==> src/rtl/fir_mac_serial.sv <==
// Serial FIR core: one signed multiply-accumulate per clock over TAPS coefficients.
// A sample comes in on a valid/ready handshake and the result goes out on a valid/ready port.
module fir_mac_serial #(
  parameter int DATA_W = 8,
  parameter int COEF_W = 8,
  parameter int TAPS   = 4,
  parameter int ACC_W  = 18
) (
  input  logic                     clk,
  input  logic                     rst,
  input  logic                     in_valid,
  output logic                     in_ready,
  input  logic [DATA_W-1:0]        in_data,
  input  logic [TAPS*COEF_W-1:0]   coef_flat,
  output logic                     out_valid,
  input  logic                     out_ready,
  output logic [ACC_W-1:0]         out_data,
  output logic                     busy
);
  localparam int PROD_W = DATA_W + COEF_W;
  localparam int IDX_W  = $clog2(TAPS);

  generate
    if (TAPS < 2 || ACC_W < PROD_W + $clog2(TAPS)) begin : g_param_chk
      $error("fir_mac_serial: TAPS must be >= 2 and ACC_W >= DATA_W+COEF_W+clog2(TAPS)");
    end
  endgenerate

  typedef enum logic [1:0] {IDLE, MAC, OUT} state_t;

  state_t                        state;
  logic [TAPS-1:0][DATA_W-1:0]   xd;
  logic [TAPS-1:0][COEF_W-1:0]   cc;
  logic [IDX_W-1:0]              idx;
  logic [ACC_W-1:0]              acc;
  logic [ACC_W-1:0]              acc_nxt;
  logic signed [PROD_W-1:0]      prod;

  // The rule on ACC_W guarantees room for the sign-extension bits.
  always_comb begin
    prod    = $signed(xd[idx]) * $signed(cc[idx]);
    acc_nxt = acc + {{(ACC_W-PROD_W){prod[PROD_W-1]}}, prod};
  end

  assign in_ready = (state == IDLE);
  assign busy     = (state != IDLE);

  always_ff @(posedge clk) begin
    if (rst) begin
      state     <= IDLE;
      xd        <= '0;
      cc        <= '0;
      acc       <= '0;
      idx       <= '0;
      out_valid <= 1'b0;
      out_data  <= '0;
    end else begin
      case (state)
        IDLE: if (in_valid) begin
          xd    <= {xd[TAPS-2:0], in_data};
          cc    <= coef_flat;
          acc   <= '0;
          idx   <= '0;
          state <= MAC;
        end
        MAC: begin
          acc <= acc_nxt;
          idx <= idx + IDX_W'(1);
          if (idx == IDX_W'(TAPS-1)) begin
            out_data  <= acc_nxt;
            out_valid <= 1'b1;
            state     <= OUT;
          end
        end
        OUT: if (out_ready) begin
          out_valid <= 1'b0;
          state     <= IDLE;
        end
        default: state <= IDLE;
      endcase
    end
  end
endmodule

==> config.mk <==
export PLATFORM = sky130hd
export DESIGN_NAME = fir_mac_serial
export DESIGN_NICKNAME = d
export VERILOG_FILES = /design/src/rtl/fir_mac_serial.sv
export SDC_FILE = /design/constraint.sdc
export NUM_CORES = 1
export LEC_CHECK = 0
export ABC_AREA = 1
export BUFFER_PORTS_ARGS = -buffer_cell sky130_fd_sc_hd__buf_2
export CAP_MARGIN = 0
export CORE_MARGIN = 3
export CORE_UTILIZATION = 51
export CTS_CLUSTER_SIZE = 20
export DETAILED_ROUTE_END_ITERATION = 6
export HOLD_SLACK_MARGIN = 0.1
export PLACE_DENSITY = 0.7
export SLEW_MARGIN = 20
export SYNTH_ARGS = -nofsm -noshare
export SYNTH_HDL_FRONTEND = slang
export SYNTH_SLANG_ARGS = --single-unit
export TNS_END_PERCENT = 30
==> constraint.sdc <==
create_clock -name clk -period 7.95 [get_ports clk]
set_input_delay 0.795 -clock clk [delete_from_list [all_inputs] [get_ports clk]]
set_output_delay 0.795 -clock clk [all_outputs]
set_load 0.005 [all_outputs]
# == Yosys cells after proc, flatten, opt, wreduce, memory -nomap -nowiden ==
# Index checks and enable logic that the tools add are counted.
# totals
regBits,105
latchBits,0
mem_bits_rw,0
mem_bits_ro,0
input_bits,44
out_inout_bits,21
elab_cells,47
mem_count,0
# classes
add_sub_neg,2
multipliers,1
n_div,0
magnitude_cmp,1
n_eq_ne,6
shifts,0
mux,15
bitwise,0
reduce_logical,9
# ops
op,n
one-hot mux 18 bit (2 select lines),1
binary-select mux 8 bit (select 2 bit),2
adder 18 bit,1
2-to-1 mux 18 bit,1
multiplier 8 x 8 -> 16 bit,1
2-to-1 mux 8 bit,2
2-to-1 mux 2 bit,4
!= test 2 bit (second input constant),3
one-hot mux 2 bit (3 select lines),1
AND reduction 2 bit,3
AND reduction 3 bit,2
nonzero test 2 bit,3
== test 2 bit (second input constant),2
one-hot mux 2 bit (2 select lines),1
< comparator 2 x 3 -> 1 bit (second input constant),1
adder 2 x 1 -> 2 bit (second input constant),1
== test 2 x 1 -> 1 bit (second input constant),1
zero test 2 bit,1
2-to-1 mux 1 bit,2
one-hot mux 1 bit (2 select lines),1

# == Longest topological paths before layout ==
# Gate-level depths: netlist of run 1.
# depth
ltp_word,5
mapped_depth,38
mapped_depth_nobuf,36

# == Least setup slack after synthesis of run 1 ==
# No wires, ideal clock.
# synth_path
path_kind,register -> register
start,reg idx[0]
end,reg out_data[16]
setup_time_ps,114
arrival_ps,5716
required_time_ps,7836
setup_slack_ps,2120
path_stages_with_launch,32
n_path_buf,2
cell_sequence,dfxtp_1 -> buf_2 -> buf_2 -> nand2_1 -> a32oi_1 -> inv_1 -> nor2_2 -> inv_1 -> fa_1 -> inv_1 -> fa_1 -> fa_1 -> inv_1 -> fa_1 -> inv_1 -> ha_1 -> nand2_1 -> inv_1 -> nand2_1 -> nand2_1 -> a21oi_1 -> o211a_1 -> xor2_1 -> inv_1 -> ha_1 -> inv_1 -> nor4_2 -> a21oi_1 -> nand3_1 -> nand2_1 -> o21bai_1 -> inv_1
# synth_between
elab_chain_len,4
word_cells_on_any_way,8
cone_classes,add/sub: 1; mul: 1; eq/ne: 1; mux: 4; reduce/logical: 1
# synth_rtl
element,line,rtl
start: declaration,34,logic [IDX_W-1:0] idx;
start signal: assignment,68,idx <= idx + IDX_W'(1);
binary-select mux 8 bit (select 2 bit),41,prod = $signed(xd[idx]) * $signed(cc[idx]);
2-to-1 mux 8 bit (not written as such),41,
multiplier 8 x 8 -> 16 bit,41,
adder 18 bit,42,"acc_nxt = acc + {{(ACC_W-PROD_W){prod[PROD_W-1]}}, prod};"
end signal: assignment,70,out_data <= acc_nxt;
end: declaration,17,"output logic [ACC_W-1:0] out_data,"
# Parallel ways exist; a longest one is shown, timed or not. The select of a mux whose other input is x is not followed.
# A chain may end at the register's enable or synchronous reset.

# == Worst setup path after layout of run 1 ==
# layout_path
start,reg idx[1]
end,reg out_data[17]
# The elaborated chain is that of the path after synthesis.

==> flow_summary.toml, run 1 <==
[outcome]
status = "finished clean"

[clock_network]
cts_max_path_buffers = 2
cts_tree = "yes"
root_buffer = "clkbuf_16"
cts_resized = 0
cts.sinks = 105
h-tree-depth = 3
postCtsHoldBufs = 0
cts_buffers = 9
cts_setup_buffers = 0
clkSlewWorstSetupHoldPaths_ns = 0.08
clk_latency_ns = 0.36

[grt]
grt_use_met1 = 0.289
met2_usage = 0.372
grtUsageMet3 = 0.0328
antenna_found_initial = 0
grt_first_pass_wirelength_um = 29600
grt_pass1_vias = 6436
grt-ovfl-total = 0
grt_use_total = 0.219
top_usage_layer = "met2"
grt_max_degree = 67

[synth]
synth_cells = 1052
avgSynthCellArea_um2 = 7.28
ys_seq_area_frac = 0.274
synth_edf_count = 0
synth-seq-cells = 105
syn_area_um2 = 7660
synth.distinct_cells = 40
synth_nets = 1199
ys_warn_count = 0
synth_flop_cell = "dfxtp_1"
synth_async_sr_flop_share = 0

[setup_path]
arrival_ns = 7.17
crit_required_ns = 8.22
crit_path_end_kind = "flip-flop"
slowest_delay_ns = 0.68
critPathLaunchType = "flip-flop"
slowest_stage = "inv_1"
critPathKind = "flip-flop to flip-flop"
crit_path_max_fanout = 32

[pwr]
leakage_nw = 4.14
powerDensity_nw_per_um2 = 246
ir_worst_vdd_uv = 138

[routing]
wl_per_cell_um = 13.5
dr.first_iter.drc_count = 395
drt-vias-per-instance = 5.09
wl_um = 17200
vias = 6515
post-route-drc-count = 0
dr.pass1.iters = 5
ant_nets = 0

[placement]
placed_area_um2 = 8060
hpwl_um = 13200
io_buffer_count = 64
place_congestion = 0.889

[worst_hold_path]
hp-class = "flip-flop to flip-flop"

[timing]
drv_slew = 0
fmax_mhz = 145
rsz0062_at_grt = "false"
fin_tns_setup_ns = 0
tightest_slew_ns = 0.942
max-slew-margin-rel = 0.372
hold_viol_final = 0
setup_viol = 0
whs_ns = 0.467
period_needed_ns = 6.90
min_period_over_period = 0.868
clock_skew_ns = 0.0134

[floorplan]
die_x_um = 129
fp.coreArea_um2 = 14600
die_h_um = 129
start_util = 0.525
ioPinCount = 65
die_area_um2 = 16500
row_count = 44

[finish]
area_growth_pct = 9.36
drive_above_1_share = 0.107
fillCellCount = 1359
multi_input_area_um2 = 4730
n_antenna_cell = 0
final_area_um2 = 8380
final_nets = 1237
final_core_util = 0.574
regArea_um2 = 2100

[run]
maxCapViolations = 0
[metal layers]
layer  share of wire  vias to the layer above
met5               0                        -
met4           0.019                        0
met3           0.036                       30
met2            0.48                      131
met1            0.47                     2981
li1                -                     3373
[sequential cells by signal, indices dropped and copies added, names as in the netlist]
register   cells
state          2
xd            32
out_valid      1
acc           18
idx            2
out_data      18
cc            32
[worst paths after layout]
check | from | to | slack (ns) | depth (start not counted)
hold / removal | out_data[2] | out_data[2] | 0.47 | 2
setup / recovery | idx[1] | out_data[17] | 1.05 | 32
setup reg to reg | idx[1] | out_data[17] | 1.05 | 32
hold reg to reg | out_data[2] | out_data[2] | 0.47 | 2
[metrics by stage]
stage	cells	setup WS, ns	power, mW
finish	1279	1.05	2.06
global route	1279	0.371	2.25
floorplan	1052	2.12	1.38
detailed placement	1263	1.15	1.58
CTS	1279	1.09	2.07
global placement	1263	1.16	1.58
[Yosys cell counts (5+ instances only)]
cell	count	share of area
o21ai_0	83	0.054
a21oi_1	63	0.041
xor2_1	12	0.014
xnor2_1	8	0.0091
fa_1	56	0.15
inv_1	165	0.081
a21oi_2	5	0.0057
buf_2	18	0.012
ha_1	47	0.077
o21bai_1	14	0.014
clkbuf_1	18	0.0088
nand3_1	20	0.013
a32oi_1	13	0.015
nand3_2	6	0.0078
dfxtp_1	105	0.27
nor2_1	196	0.096
nand2_1	178	0.087
nand2_2	5	0.0041
[placed cells by master (no fill, tap or decap), types with 20 or more instances in the layout]
cell type	count
dfxtp_1	105
o21ai_0	83
nand2_1	178
nor2_1	195
fa_1	56
inv_1	163
a21oi_1	63
ha_1	47
nand3_1	20
buf_2	64
[power by group]
group          leakage [nW]  switching [mW]  total [mW]  internal (mW)
logic                  3.13           0.640       0.985          0.344
clock network         0.154           0.222       0.475          0.254
registers             0.862          0.0297       0.603          0.573
[worst max-delay path, delay by kind of cell (launching register included)]
kind                       cells  cell delay, ns
xor gates and xnor gates       1            0.16
DFF                            1            0.32
AOI/OAI and AO/OA              4            0.95
buffers and inverters          8            1.26
and+or+nand+nor               13            1.29
adders and majority gates      6            2.81
[logic make-up after synthesis]
kind of cell,count (synthesis),share of synthesized area
xor gates and xnor gates,20,0.0229
adders and majority gates,103,0.223
and+or+nand+nor,419,0.222
DFF,105,0.274
AOI/OAI and AO/OA,195,0.150
buffers and inverters,210,0.108
[final cells by class]
cell class                      instances  share of cell area
Clock buffer                            9              0.0269
Clock inverter                          7              0.0118
Inverter                              168              0.0753
Multi-Input combinational cell        737               0.565
Sequential cell                       105               0.251
Tap cell                              184              0.0275
Timing Repair Buffer                   69              0.0427
No activity file was read; power rests on OpenSTA's default activity.
==> run 2, diff against run 1 <==
--- a/config.mk
+++ b/config.mk
@@ -10,10 +10,11 @@
 export CAP_MARGIN = 0
 export CORE_MARGIN = 3
 export CORE_UTILIZATION = 51
+export CTS_BUF_LIST = sky130_fd_sc_hd__clkbuf_16
 export CTS_CLUSTER_SIZE = 20
 export DETAILED_ROUTE_END_ITERATION = 6
 export HOLD_SLACK_MARGIN = 0.1
-export PLACE_DENSITY = 0.7
+export PLACE_DENSITY = 0.72
 export SLEW_MARGIN = 20
 export SYNTH_ARGS = -nofsm -noshare
 export SYNTH_HDL_FRONTEND = slang
==> constraint.sdc (replaced) <==
create_clock -name clk -period 6 [get_ports clk]
set_input_delay 0.6 -clock clk [delete_from_list [all_inputs] [get_ports clk]]
set_output_delay 0.6 -clock clk [all_outputs]
set_load 0.005 [all_outputs]
==> run 2 against run 1 <==
Design area up 22%. Fmax up 16%. Combinational power up 110%. Critical path depth up 5. Register-to-register slack worse by 1.0 ns. Sequential share of layout area down 4.4 points. Utilization up 13 points. Die area unchanged. Largest power group unchanged.
==> flow_summary.toml, run 2 (synthesized netlist as in run 1, its figures left out) <==
[outcome]
status = "finished clean"

[grt]
grt_pass1_vias = 6737
grt_first_pass_wirelength_um = 30900
grt-ovfl-total = 0
grt_max_degree = 67
grt_use_total = 0.228
antenna_found_initial = 0

[timing]
period_needed_ns = 5.96
fmax_mhz = 168
min_period_over_period = 0.993
clock_skew_ns = 0.0129
rsz0062_at_grt = "true"
setup_viol = 0
max-slew-margin-rel = 0.263
hold_viol_final = 0
layout_setup_ws_ns = 0.0402
drv_slew = 0
tightest_slew_ns = 1.11

[finish]
reg.largest.list = "cc (32), xd (32)"
layout.cells.non_filler = 1401
n_antenna_cell = 0
layout_commonest_cell = "nor2_1"
area_growth_pct = 33.2
drive_above_1_share = 0.308
final_nets = 1359
layout_common_cells = "nor2_1, nand2_1, inv_1, dfxtp_1, buf_4"

[floorplan]
die_area_um2 = 16500
die_x_um = 129
ioPinCount = 65
row_count = 44
start_util = 0.525
die_h_um = 129
fp.coreArea_um2 = 14600

[pwr]
leakage_nw = 4.82
power_frac_seq = 0.236
p_sw_frac = 0.427
power_frac_comb = 0.593
ir_worst_vdd_uv = 280
powerDensity_nw_per_um2 = 337
intPower_mw = 1.97
switchingPower_mw = 1.47
pwr-share-clk = 0.171

[routing]
ant_nets = 0
wl_per_cell_um = 15.1
dr.first_iter.drc_count = 408
drt-vias-per-instance = 5.26
dr.pass1.iters = 5
post-route-drc-count = 0
vias = 7365
wl_um = 21100

[placement]
place_congestion = 0.927
io_buffer_count = 64
hpwl_um = 13900
dp_cells = 1353
preCtsSetupSlack_ns = -0.0860

[setup_path]
arrival_ns = 6.23
slowest_delay_ns = 0.56
crit_path_max_fanout = 6
worst_path_most_repeated_cell = "nand2_1"
slowest_stage = "fa_1"
reg2reg_slack_ns = 0.04
crit_family = "adder cells"
crit_path_end_kind = "flip-flop"
critPathKind = "flip-flop to flip-flop"
critPathLaunchType = "flip-flop"
cp_num_buf_inv = 13
crit_required_ns = 6.27

[run]
maxCapViolations = 0

[clock_network]
cts_buffers = 9
clkSlewWorstSetupHoldPaths_ns = 0.08
cts_max_path_buffers = 2
h-tree-depth = 3
root_buffer = "clkbuf_16"
cts.sinks = 105
clk_latency_ns = 0.37
cts_tree = "yes"

[worst_hold_path]
hp-class = "flip-flop to flip-flop"
[run 2: worst paths after layout]
kind	endpoint	depth (start not counted)	start
worst max-delay path	out_data[17]	37	idx[1]
worst min-delay path	out_data[2]	2	out_data[2]
worst max register to register	out_data[17]	37	idx[1]
worst min register to register	out_data[2]	2	out_data[2]
[run 2: area by class of cell]
class / instances / area [um2]
multi-input cells: 737 / 5380
fillers: 1080 / 4380
flip-flops and latches: 105 / 2110
repair buffers: 191 / 1530
inverters: 168 / 662
well taps: 184 / 230
clock buffers: 9 / 225
clock inverters: 7 / 71.3
[run 2: routing by layer]
layer	vias to the layer above	track usage	share of wire
met2	177	0.392	0.51
met1	3516	0.303	0.43
met3	44	0.0332	0.041
met4	0	0.0624	0.024
met5	-	0	0
li1	3628	-	-
[run 2: power by group through the flow]
stage / clock network, mW / logic, mW / registers [mW]
2_1_floorplan: 0 / 1.02 / 0.802
3_3_place_gp: 0 / 1.60 / 0.813
3_5_place_dp: 0 / 1.62 / 0.814
4_1_cts: 0.601 / 1.70 / 0.800
5_1_grt: 0.622 / 2.26 / 0.817
6_report: 0.589 / 2.04 / 0.810
[run 2: repair_timing]
item | 4_1_cts | 5_1_grt
gates resized for setup | 20 | 176
buffers inserted | 2 | 26
cloned | 1 | 4
hold buffers | 0 | 0
setup endpoints to repair | 9 | 18
pin swaps | 5 | 72
[run 2: through the flow]
stage / setup TNS, ns / instance area [um2] / utilization / hold slack, ns / power [mW]
floorplan: 0 / 7660 / - / 0.445 / 1.82
global placement: -0.0182 / 8760 / 0.600 / 0.453 / 2.41
detailed placement: -0.371 / 8760 / 0.600 / 0.454 / 2.43
CTS: 0 / 9200 / 0.631 / 0.470 / 3.10
global route: -2.49 / 10200 / 0.700 / 0.492 / 3.69
finish: 0 / 10200 / 0.700 / 0.464 / 3.44
[run 2: worst reg2reg max path, delay by kind of cell, from the launching register on]
family,cells,cell delay (ns)
adders and majority gates,6,2.57
buffers and inverters,13,1.19
and+or+nand+nor,13,1.10
AOI/OAI and AO/OA,4,0.47
DFF,1,0.36
xor gates and xnor gates,1,0.15
==> run 3, diff against run 2 <==
--- a/config.mk
+++ b/config.mk
@@ -15,8 +15,8 @@
 export DETAILED_ROUTE_END_ITERATION = 6
 export HOLD_SLACK_MARGIN = 0.1
 export PLACE_DENSITY = 0.72
+export RECOVER_POWER = 100
 export SLEW_MARGIN = 20
 export SYNTH_ARGS = -nofsm -noshare
 export SYNTH_HDL_FRONTEND = slang
 export SYNTH_SLANG_ARGS = --single-unit
-export TNS_END_PERCENT = 30
==> run 3 against run 2 <==
Clock skew rose by 0.0030 ns. Die area did not move. The run now ends with capacitance limit, slew limit left. Hold slack improved by 0.0015 ns. Final cell count rose by 0.21%.
==> flow_summary.toml, run 3 (synthesized netlist as in run 1, its figures left out) <==
[clock_network]
root_buffer = "clkbuf_16"
postCtsHoldBufs = 0
h-tree-depth = 3
clk_latency_ns = 0.37
clkSlewWorstSetupHoldPaths_ns = 0.08
cts_max_path_buffers = 2
cts.sinks = 105
cts_buffers = 9
cts_tree = "yes"

[finish]
area_growth_pct = 34.2
final_area_um2 = 10300
n_antenna_cell = 0
drive_above_1_share = 0.311
layout_commonest_cell = "nor2_1"
final_nets = 1362
layout_common_cells = "nor2_1, nand2_1, inv_1, dfxtp_1, buf_4"
reg.largest.list = "cc (32), xd (32)"
final_core_util = 0.705

[pwr]
pwr-share-clk = 0.167
switchingPower_mw = 1.53
leakage_nw = 4.81
power.total_mw = 3.53
power_frac_comb = 0.604
intPower_mw = 2.01
power_frac_seq = 0.229
ir_worst_vdd_uv = 320
p_sw_frac = 0.432
powerDensity_nw_per_um2 = 344

[grt]
grt_use_total = 0.228
grt_max_degree = 67
grt_pass1_vias = 6737
grt-ovfl-total = 0
antenna_found_initial = 0
grt_first_pass_wirelength_um = 30900

[setup_path]
crit_end = "out_data[17]"
critPathLaunchType = "flip-flop"
crit_path_end_kind = "flip-flop"
r2r_start = "idx[1]"
worst_path_most_repeated_cell = "nand2_1"
slowest_stage = "fa_1"
rr_worst_depth = 37
critPathKind = "flip-flop to flip-flop"
crit_path_max_fanout = 6
reg2reg_slack_ns = 0.02
crit_required_ns = 6.27
arrival_ns = 6.25
slowest_delay_ns = 0.56
crit_start = "idx[1]"
r2r-end = "out_data[17]"

[timing]
min_period_over_period = 0.996
fin_tns_setup_ns = 0
rsz0062_at_grt = "true"
period_needed_ns = 5.98
fmax_mhz = 167
setup_viol = 0
tightest_slew_ns = 2.37
max-slew-margin-rel = -0.578
clock_skew_ns = 0.0159
drv_slew = 67
hold_viol_final = 0
whs_ns = 0.466

[floorplan]
start_util = 0.525
die_area_um2 = 16500
ioPinCount = 65
die_x_um = 129
fp.coreArea_um2 = 14600
row_count = 44
die_h_um = 129

[routing]
ant_nets = 0
wl_per_cell_um = 15.2
wl_um = 21400
dr.pass1.iters = 5
post-route-drc-count = 0
drt-vias-per-instance = 5.27
vias = 7402
dr.first_iter.drc_count = 431

[outcome]
status = "finished with violations"
violations = "capacitance limit, slew limit"

[worst_hold_path]
hp-class = "flip-flop to flip-flop"

[run]
maxCapViolations = 1

[placement]
hpwl_um = 13900
place_congestion = 0.927
placed_area_um2 = 8760
io_buffer_count = 64
[run 3: how the worst min path moves through the flow]
stage                      from     endpoint  slack [ns]  cells past startpoint
CTS                      acc[0]       acc[0]        0.47                      2
finish              out_data[2]  out_data[2]        0.47                      2
global route        out_data[2]  out_data[2]        0.49                      2
floorplan                acc[0]       acc[0]        0.45                      2
global placement      out_valid    out_valid        0.45                      2
detailed placement  out_data[2]  out_data[2]        0.45                      2
[run 3: metal layers]
| layer | global-route usage | part of all wire |
|---|---|---|
| met2 | 0.392 | 0.50 |
| met3 | 0.0332 | 0.044 |
| met4 | 0.0624 | 0.028 |
| met5 | 0 | 0 |
| met1 | 0.303 | 0.43 |
[run 3: layout make-up]
cell class	count	area [um2]
clock inverter	7	71.3
timing repair buffer	194	1540
multi-input combinational	737	5450
sequential	105	2110
inverter	168	662
fill	1059	4300
tap	184	230
clock buffer	9	225
[run 3: power groups by stage]
stage          logic, mW  registers (mW)  clock network (mW)
6_report            2.13           0.810               0.590
5_1_grt             2.35           0.817               0.623
4_1_cts             1.70           0.800               0.601
3_5_place_dp        1.62           0.814                   0
3_3_place_gp        1.60           0.813                   0
2_1_floorplan       1.02           0.802                   0
[run 3: repair_timing]
| item | 4_1_cts | 5_1_grt |
|---|---|---|
| buffers inserted | 2 | 29 |
| cloned | 1 | 4 |
| pin swaps | 5 | 82 |
| resized for setup | 20 | 195 |
| setup endpoints to repair | 9 | 18 |
[run 3: through the flow]
stage,worst slack (ns),instances
3_5_place_dp,-0.0860,1353
2_1_floorplan,0.170,1052
4_1_cts,0.00173,1372
3_3_place_gp,-0.0158,1353
6_report,0.0213,1404
5_1_grt,-0.276,1404
[run 3: worst max-delay path: cells and delay by family (launching register included)]
kind            cells  cell delay (ns)
buf+inv            13             1.19
simple gates       13             1.13
xor+xnor            1             0.15
fa+ha+maj           6             2.59
flops               1             0.36
compound gates      4             0.47
